### src/rtl/axi_ram_responder_pkg.sv
// axi_ram_responder_pkg
//   Shared types and constants for the AXI RAM responder: the FSM state
//   enum, the AXI encodings the responder recognises, and the helper that
//   decides whether an address phase is one this responder can serve.
package axi_ram_responder_pkg;

  typedef enum logic [1:0] {
    IDLE  = 2'd0,
    WDATA = 2'd1,
    WRESP = 2'd2,
    RDATA = 2'd3
  } state_t;

  localparam logic [2:0] AXSIZE_16B  = 3'h4;
  localparam logic [1:0] BURST_INCR  = 2'b01;
  localparam logic [1:0] RESP_OKAY   = 2'b00;
  localparam logic [1:0] RESP_SLVERR = 2'b10;

  // Only 16-byte INCR bursts up to max_len+1 beats are served cleanly.
  // Anything else is still walked beat by beat but answered with SLVERR.
  function automatic logic addr_phase_error(input logic [2:0] size,
                                            input logic [1:0] burst,
                                            input logic [7:0] len,
                                            input logic [7:0] max_len);
    return (size != AXSIZE_16B) || (burst != BURST_INCR) || (len > max_len);
  endfunction

endpackage

### src/rtl/axi_ram_responder.sv
// axi_ram_responder
//   AXI4 slave that serves 128-bit INCR read and write bursts from one port
//   of a local true-dual-port RAM, one transaction at a time.
//
// Ports
//   clock, resetn            sole clock; synchronous active-low reset
//   aw*                      write address channel (id, addr, len, size, burst)
//   w*                       write data channel (data, strb, last)
//   b*                       write response channel (id, resp)
//   ar*                      read address channel (id, addr, len, size, burst)
//   r*                       read data channel (id, data, resp, last)
//   ram_en/we/addr/din/dout  RAM port, 1-cycle read latency, dout held
//                            while en is low
module axi_ram_responder
  import axi_ram_responder_pkg::*;
#(
  parameter int RAM_ADDR_WIDTH = 8,
  parameter int MAX_LEN        = 15,
  parameter int ID_WIDTH       = 4
) (
  input  logic                      clock,
  input  logic                      resetn,

  input  logic [ID_WIDTH-1:0]       awid,
  input  logic [39:0]               awaddr,
  input  logic [7:0]                awlen,
  input  logic [2:0]                awsize,
  input  logic [1:0]                awburst,
  input  logic                      awvalid,
  output logic                      awready,

  input  logic [127:0]              wdata,
  input  logic [15:0]               wstrb,
  input  logic                      wlast,
  input  logic                      wvalid,
  output logic                      wready,

  output logic [ID_WIDTH-1:0]       bid,
  output logic [1:0]                bresp,
  output logic                      bvalid,
  input  logic                      bready,

  input  logic [ID_WIDTH-1:0]       arid,
  input  logic [39:0]               araddr,
  input  logic [7:0]                arlen,
  input  logic [2:0]                arsize,
  input  logic [1:0]                arburst,
  input  logic                      arvalid,
  output logic                      arready,

  output logic [ID_WIDTH-1:0]       rid,
  output logic [127:0]              rdata,
  output logic [1:0]                rresp,
  output logic                      rlast,
  output logic                      rvalid,
  input  logic                      rready,

  output logic                      ram_en,
  output logic [15:0]               ram_we,
  output logic [RAM_ADDR_WIDTH-1:0] ram_addr,
  output logic [127:0]              ram_din,
  input  logic [127:0]              ram_dout
);

  localparam logic [7:0] MAX_LEN_B = 8'(MAX_LEN);

  state_t                    state_q, state_d;
  logic                      armed_q;
  logic                      rr_read_q;
  logic [ID_WIDTH-1:0]       id_q;
  logic [7:0]                len_q;
  logic [7:0]                beat_q;
  logic                      err_q;
  logic [RAM_ADDR_WIDTH-1:0] addr_q;
  logic [RAM_ADDR_WIDTH-1:0] wr_addr_q;
  logic                      wr_en_q;
  logic [15:0]               wr_we_q;
  logic [127:0]              wr_din_q;
  logic                      rd_first_q;
  logic                      rvalid_q;

  logic aw_hs, ar_hs, w_hs, b_hs, r_hs;
  logic rd_fetch;
  logic last_beat;
  logic beat_bad;

  // Byte offset and the address bits above the RAM depth play no part.
  logic unused_addr_bits;
  assign unused_addr_bits = ^{awaddr[39:RAM_ADDR_WIDTH+4], awaddr[3:0],
                              araddr[39:RAM_ADDR_WIDTH+4], araddr[3:0]};

  assign aw_hs = awvalid && awready;
  assign ar_hs = arvalid && arready;
  assign w_hs  = wvalid && wready;
  assign b_hs  = bvalid && bready;
  assign r_hs  = rvalid && rready;

  assign last_beat = (beat_q == len_q);
  // wlast must coincide with the beat counter reaching the captured length;
  // any disagreement (early or late) marks the burst as errored.
  assign beat_bad  = (wlast != last_beat);

  // State register plus all datapath registers. armed_q holds the IDLE
  // readies low for the first cycle after reset is released.
  always_ff @(posedge clock) begin
    if (!resetn) begin
      state_q    <= IDLE;
      armed_q    <= 1'b0;
      rr_read_q  <= 1'b0;
      id_q       <= '0;
      len_q      <= '0;
      beat_q     <= '0;
      err_q      <= 1'b0;
      addr_q     <= '0;
      wr_addr_q  <= '0;
      wr_en_q    <= 1'b0;
      wr_we_q    <= '0;
      wr_din_q   <= '0;
      rd_first_q <= 1'b0;
      rvalid_q   <= 1'b0;
    end else begin
      state_q    <= state_d;
      armed_q    <= 1'b1;
      rd_first_q <= ar_hs;
      wr_en_q    <= w_hs;
      wr_we_q    <= (w_hs && !err_q && !beat_bad) ? wstrb : '0;

      if (aw_hs || ar_hs) begin
        rr_read_q <= !rr_read_q;
      end

      if (aw_hs) begin
        id_q   <= awid;
        len_q  <= awlen;
        beat_q <= '0;
        err_q  <= addr_phase_error(awsize, awburst, awlen, MAX_LEN_B);
        addr_q <= awaddr[RAM_ADDR_WIDTH+3:4];
      end else if (ar_hs) begin
        id_q   <= arid;
        len_q  <= arlen;
        beat_q <= '0;
        err_q  <= addr_phase_error(arsize, arburst, arlen, MAX_LEN_B);
        addr_q <= araddr[RAM_ADDR_WIDTH+3:4];
      end

      if (w_hs) begin
        wr_addr_q <= addr_q;
        wr_din_q  <= wdata;
        addr_q    <= addr_q + RAM_ADDR_WIDTH'(1);
        beat_q    <= beat_q + 8'd1;
        if (beat_bad) begin
          err_q <= 1'b1;
        end
      end

      // On reads addr_q always points at the next word to fetch.
      if (rd_fetch) begin
        addr_q <= addr_q + RAM_ADDR_WIDTH'(1);
      end

      if (rd_fetch) begin
        rvalid_q <= 1'b1;
      end else if (r_hs) begin
        rvalid_q <= 1'b0;
      end

      if (r_hs) begin
        beat_q <= beat_q + 8'd1;
      end
    end
  end

  // Next-state logic.
  always_comb begin
    state_d = state_q;
    case (state_q)
      IDLE: begin
        if (aw_hs) begin
          state_d = WDATA;
        end else if (ar_hs) begin
          state_d = RDATA;
        end
      end
      WDATA: begin
        if (w_hs && wlast) begin
          state_d = WRESP;
        end
      end
      WRESP: begin
        if (b_hs) begin
          state_d = IDLE;
        end
      end
      RDATA: begin
        if (r_hs && rlast) begin
          state_d = IDLE;
        end
      end
      default: state_d = IDLE;
    endcase
  end

  // Output logic. In IDLE both readies come from registers; the only
  // combinational term is the contest mask, which drops the loser's ready
  // when both address channels are valid so exactly one handshake occurs.
  // Read fetches happen once after the AR handshake and then on every
  // non-last R handshake, so a held rready gives one beat per cycle and a
  // stalled beat never disturbs dout.
  always_comb begin
    awready  = 1'b0;
    arready  = 1'b0;
    wready   = 1'b0;
    bvalid   = 1'b0;
    bresp    = RESP_OKAY;
    rvalid   = 1'b0;
    rresp    = RESP_OKAY;
    rlast    = 1'b0;
    rd_fetch = 1'b0;
    case (state_q)
      IDLE: begin
        if (armed_q) begin
          awready = !(arvalid && rr_read_q);
          arready = !(awvalid && !rr_read_q);
        end
      end
      WDATA: begin
        wready = 1'b1;
      end
      WRESP: begin
        bvalid = 1'b1;
        bresp  = err_q ? RESP_SLVERR : RESP_OKAY;
      end
      RDATA: begin
        rvalid = rvalid_q;
        if (rvalid_q) begin
          rlast = last_beat;
          rresp = err_q ? RESP_SLVERR : RESP_OKAY;
        end
        rd_fetch = rd_first_q || (rvalid_q && rready && !last_beat);
      end
      default: begin
      end
    endcase
  end

  assign bid      = id_q;
  assign rid      = id_q;
  assign rdata    = ram_dout;
  assign ram_en   = wr_en_q || rd_fetch;
  assign ram_we   = wr_we_q;
  assign ram_addr = (state_q == RDATA) ? addr_q : wr_addr_q;
  assign ram_din  = wr_din_q;

endmodule

### config.mk
export PLATFORM = sky130hd
export DESIGN_NAME = axi_ram_responder
export DESIGN_NICKNAME = d
export VERILOG_FILES = /design/src/rtl/axi_ram_responder_pkg.sv /design/src/rtl/axi_ram_responder.sv
export SDC_FILE = /design/constraint.sdc
export NUM_CORES = 1
export LEC_CHECK = 0
export BUFFER_PORTS_ARGS = -buffer_cell sky130_fd_sc_hd__buf_2
export CAP_MARGIN = 20
export CORE_AREA = 2 2 267 269
export CTS_BUF_LIST = sky130_fd_sc_hd__clkbuf_8 sky130_fd_sc_hd__clkbuf_16
export DETAILED_ROUTE_END_ITERATION = 10
export DIE_AREA = 0 0 269 271
export PLACE_DENSITY = 0.37
export SYNTH_ARGS = -nofsm -noshare
export SYNTH_HDL_FRONTEND = slang
export SYNTH_SLANG_ARGS = --single-unit
### constraint.sdc
create_clock -name clock -period 2.2 [get_ports clock]
set_input_delay 0.44 -clock clock [delete_from_list [all_inputs] [get_ports clock]]
set_output_delay 0.44 -clock clock [all_outputs]
set_load 0.005 [all_outputs]
# Word-level counts from Yosys, hierarchy flattened

Index checks and enable logic that the tools add are counted.

Bits in registers: 188
Bits of input ports: 394
Output and inout bits: 299
Word-level logic and storage cells: 104

$add $sub $neg: 2
$lt $le $gt $ge: 2
Equal/unequal tests: 13
Muxes and demuxes: 40
Reductions and logical operators: 33

Operators with widths:

| kind                                                | number |
|---|---|
| 2-to-1 mux 8 bit                                    | 11 |
| 2-to-1 mux 2 bit                                    | 9 |
| 2-to-1 mux 1 bit                                    | 17 |
| adder 8 x 1 -> 8 bit, second input constant         | 2 |
| > comparator 8 x 4 -> 1 bit, second input constant  | 2 |
| logical AND 1 bit                                   | 13 |
| != test 3 bit, second input constant                | 3 |
| equality test 8 bit                                 | 1 |
| 2-to-1 mux 4 bit                                    | 2 |
| one-hot mux 2 bit (4 select lines)                  | 1 |
| nonzero test 4 bit                                  | 2 |
| logical OR 1 bit                                    | 7 |
| zero test 1 bit                                     | 6 |
| != test 2 bit, second input constant                | 3 |
| equality test 2 bit, second input constant          | 2 |
| != test 2 x 1 -> 1 bit, second input constant       | 2 |
| AND reduction 4 bit                                 | 1 |
| nonzero test 2 bit                                  | 2 |
| equality test 2 x 1 -> 1 bit, second input constant | 1 |
| zero test 2 bit                                     | 1 |
| AND reduction 2 bit                                 | 1 |
| != test 1 bit                                       | 1 |

# Depth between registers and ports, before layout

Word-level depth: 10
Depth in mapped cells: 8
Depth with buffers taken out: 6

# Worst setup path after synthesis

Ideal clock, no wire load.

Path kind: register to output
Start point: reg beat_q[6]
End point: out ram_en
Arrival time: 1.300 ns
Required time: 1.760 ns
Path slack: 0.460 ns
Cell stages (with the launch flop): 6
Buffers on the path: 0
Path through: dfxtp_1 > xor2_1 > nor4_4 > nand2_1 > a31oi_1 > o21bai_1

Word-level cells in the longest chain between the ends: 6

RTL lines:

| what                     | line                     | source |
|---|---|---|
| start: declaration       | axi_ram_responder.sv:72  | `logic [7:0] beat_q;` |
| start signal: assignment | axi_ram_responder.sv:150 | `beat_q <= beat_q + 8'd1;` |
| start signal: assignment | axi_ram_responder.sv:168 | `beat_q <= beat_q + 8'd1;` |
| equality test 8 bit      | axi_ram_responder.sv:98  | `assign last_beat = (beat_q == len_q);` |
| zero test 1 bit          | axi_ram_responder.sv:239 | `rd_fetch = rd_first_q \|\| (rvalid_q && rready && !last_beat);` |
| logical AND 1 bit        | axi_ram_responder.sv:239 |  |
| logical OR 1 bit         | axi_ram_responder.sv:239 |  |
| 2-to-1 mux 1 bit         | axi_ram_responder.sv:219 | `case (state_q)` |
| logical OR 1 bit         | axi_ram_responder.sv:249 | `assign ram_en = wr_en_q \|\| rd_fetch;` |
| end: declaration         | axi_ram_responder.sv:58  | `output logic ram_en,` |

No other way between the ends.

# Worst setup path in the final report

Same ends and word-level chain as after synthesis.

==> results.tsv <==
stage	metric	value	unit
cells_and_area	final_cells	2216	
clock_tree	clockBufferDepth	2	
worst_setup_path	worst_ep_arrival_time	1.98	ns
grt	grt_antenna_before_repair	4	
logic_synthesis	synthAdderAreaFrac	0.00302	
logic_synthesis	syn_area_per_cell	8.02	sq um
logic_synthesis	netlist.area_leader.share	0.455	
routing	ant_nets	0	
min_path	min-delay-start	wstrb[7]	
place	place_area	10300	sq um
logic_synthesis	muxShareOfSynthArea	0.0257	
pwr	swShare	0.290	
pwr	fin_total_pwr	8.00	mW
cells_and_area	final_cell_area	11000	sq um
grt	grt_max_degree	100	
clock_tree	cts_made_buffers	17	
clock_tree	cts_root_buf	clkbuf_16	
cells_and_area	multi_input_area	3300	sq um
place	dp_hpwl	21900	microns
routing	drtIter0Drc	320	
logic_synthesis	synth_top_family_by_area	simple AND/OR/NAND/NOR gates	
clock_tree	path_clk_slew	0.08	ns
logic_synthesis	synthCells	1032	
sta	worstMarginPinSlew	0.704	ns
sta	drv_slew	0	
pwr	power.switching	2.32	mW
pwr	p_clk_frac	0.392	
grt	grt_pass1_vias	7197	
sta	slew-limit-headroom	0.531	
run_status	violations	setup timing	
die	ios	693	
worst_setup_path	critPathMaxFanout	3	
grt	gr-total-overflow	0	
logic_synthesis	ys_types	52	
place	dp.cells	2177	
logic_synthesis	syn-cell-area	8270	sq um
grt	grt_use_total	0.0782	
cells_and_area	layout-drive-gt1-share	0.364	
logic_synthesis	synthFlopType	dfxtp_1	
sta	setup_viol	2	
worst_setup_path	required	1.76	ns
place	post-place-ws	0.144	ns
grt	grt_pass1_wl	42700	microns
worst_setup_path	r2r_start	len_q[2]	
die	start_util	0.119	
routing	drc_errors	0	
clock_tree	htreeDepth	4	
pwr	p_seq_frac	0.462	
clock_tree	clock-sinks	188	
cells_and_area	nets	1658	
logic_synthesis	synth_compound_area_frac	0.140	
routing	vias_per_cell	3.41	
worst_setup_path	rrSetupSlack	0.15	ns
pwr	p_int	5.68	mW
clock_tree	cts_tree	yes	
min_path	hold_path_class	input pin to flop	
sta	tns	-0.308	ns
logic_synthesis	synth_area_leaders	dfxtp_1 45%, nand2_1 14%, buf_4 12%	
logic_synthesis	async_flop_share	0	
place	port_buffers	370	
logic_synthesis	ys_seq_area_frac	0.455	
sta	fin_crit_sh	1.10	
sta	grt_setup_unrepaired	yes	
routing	routedWlPerCell	13.2	microns
worst_setup_path	path_cells	xor2_2, nor4_4, nand2_2, a31oi_1, o21bai_2, buf_2	
routing	first_pass_iters	5	
worst_setup_path	cp_num_buf_inv	1	
sta	setup_slack	-0.216	ns
logic_synthesis	ys_ff_latch	188	
clock_tree	cts_hold_buf	0	
worst_setup_path	critical_path_class	flop to primary output	
pwr	irDropWorstVdd	0.422	mV
worst_setup_path	cp_top_family	simple AND/OR/NAND/NOR gates	
die	die_w	269	microns
logic_synthesis	synthSimpleGateAreaFrac	0.214	
sta	period_minus_slack	2.42	ns
cells_and_area	n_fill_cell	8029	
die	die_h	271	microns
logic_synthesis	synth_top_cell_by_area	dfxtp_1	
routing	drt_wl_total	29200	microns
pwr	p_leak	4.75	nW
logic_synthesis	synthXorXnorAreaFrac	0.00953	
pwr	cellPowerDensity	727	nW/um^2
cells_and_area	regArea	3770	sq um
worst_setup_path	cp-end-kind	primary output	
sta	final.setup_skew	0.0126	ns
run_status	status	finished, violations left	
worst_setup_path	critPathLaunchType	flop	
job	max_cap_viol_count	0	
pwr	pwr-share-comb	0.146	
logic_synthesis	yosys_warnings	0	
die	rows	97	
worst_setup_path	critPathSlowestCell	nor4_4	
sta	hold_viol	0	
worst_setup_path	max_stage_delay	0.36	ns
worst_setup_path	crit_start	beat_q[6]	
die	core-area	69800	sq um
clock_tree	insertion_delay	0.48	ns
place	gp_congestion	0.721	
cells_and_area	syn_to_final_growth	32.9	%
sta	fmax	414	MHz
routing	vias	7551	
die	die-area	72900	sq um
logic_synthesis	synth_edf_count	0	
-- cell families (layout without fill, tap and decap cells) --
kind of cell | after synthesis | after routing
simple gates | 411 | 411
compound gates | 204 | 204
buf+inv | 196 | 438
flops | 188 | 188
mux | 21 | 21
xor+xnor | 9 | 9
fa+ha+maj | 2 | 2
other cells | 1 | 3
-- cell usage after synthesis (4+ instances only) --
cell	instances
nand2_1	311
o21a_1	4
a211oi_1	12
buf_2	14
a21oi_1	151
o21ai_0	10
dfxtp_1	188
o22ai_1	5
clkbuf_1	43
and3_1	9
o221ai_1	7
buf_4	134
xor2_1	8
nor2_1	27
mux2i_1	19
nor2b_1	5
nand3_1	14
nor3_1	6
and2_1	23
-- timing repair --
item / in CTS / in global routing
setup buffers: 2 / 4
pin swaps: 6 / 2
gates resized for setup: 11 / 6
endpoints found under the setup margin: 12 / 2
-- final cells by class --
class,count,area share
tap,940,0.107
multi-input combinational,649,0.300
clock buffer,17,0.0387
antenna,1,0.000228
timing repair buffer,405,0.197
clock inverter,15,0.0126
inverter,1,0.000796
sequential,188,0.343
-- final timing paths --
| kind | cells past startpoint | to |
|---|---|---|
| worst max-delay path | 6 | ram_en |
| worst min-delay path | 2 | ram_we[7] |
| worst max register to register | 8 | addr_q[6] |
| worst min register to register | 2 | ram_din[108] |
-- power groups by stage --
stage               registers [mW]  logic [mW]  clock network, mW
floorplan                     3.75       0.767                  0
finish                        3.70        1.16               3.14
global placement              3.77        1.15                  0
global route                  3.72        1.30               3.45
CTS                           3.70        1.17               3.36
detailed placement            3.77        1.15                  0
-- metrics by stage --
step,hold slack [ns],util
after floorplan,0.437,-
after global placement,0.438,0.148
after detailed placement,0.444,0.148
after CTS,0.0898,0.157
after global routing,0.116,0.158
final,0.151,0.158
-- metal layers --
metal,share of wire,global-route usage
met1,0.41,0.0895
met4,0.025,0.0393
met2,0.47,0.123
met3,0.090,0.0336
met5,0.00038,0
-- layout by cell type (no fill, tap or decap), types with 2 or more instances in the layout --
cell type	n
buf_4	31
a21oi_1	151
nor2_1	27
clkbuf_16	17
mux2i_1	19
o22ai_1	5
clkinvlp_4	3
and2_1	21
nor3_1	6
dfxtp_1	181
buf_2	369
o21ai_0	10
nand3b_1	2
xor2_2	4
buf_12	4
inv_8	3
inv_1	2
clkinv_2	2
mux2_2	2
o21a_1	4
dfxtp_2	7
inv_6	4
xor2_1	4
a31oi_1	3
a211oi_1	12
nor4_4	2
conb_1	2
o31a_1	2
nand3_1	14
o221ai_1	7
nand2_1	309
and3_1	8
nor2b_1	5
ha_1	2
-- registers in the layout, summed over array words and instances (netlist names) --
| signal | cells |
|---|---|
| ram_din | 128 |
| wr_addr_q | 8 |
| rvalid_q | 1 |
| rr_read_q | 1 |
| ram_we | 16 |
| state_q | 2 |
| armed_q | 1 |
| bid | 4 |
| wr_en_q | 1 |
| addr_q | 8 |
| rd_first_q | 1 |
| beat_q | 8 |
| len_q | 8 |
| err_q | 1 |
Note: power is estimated with default switching activity, not from simulation.
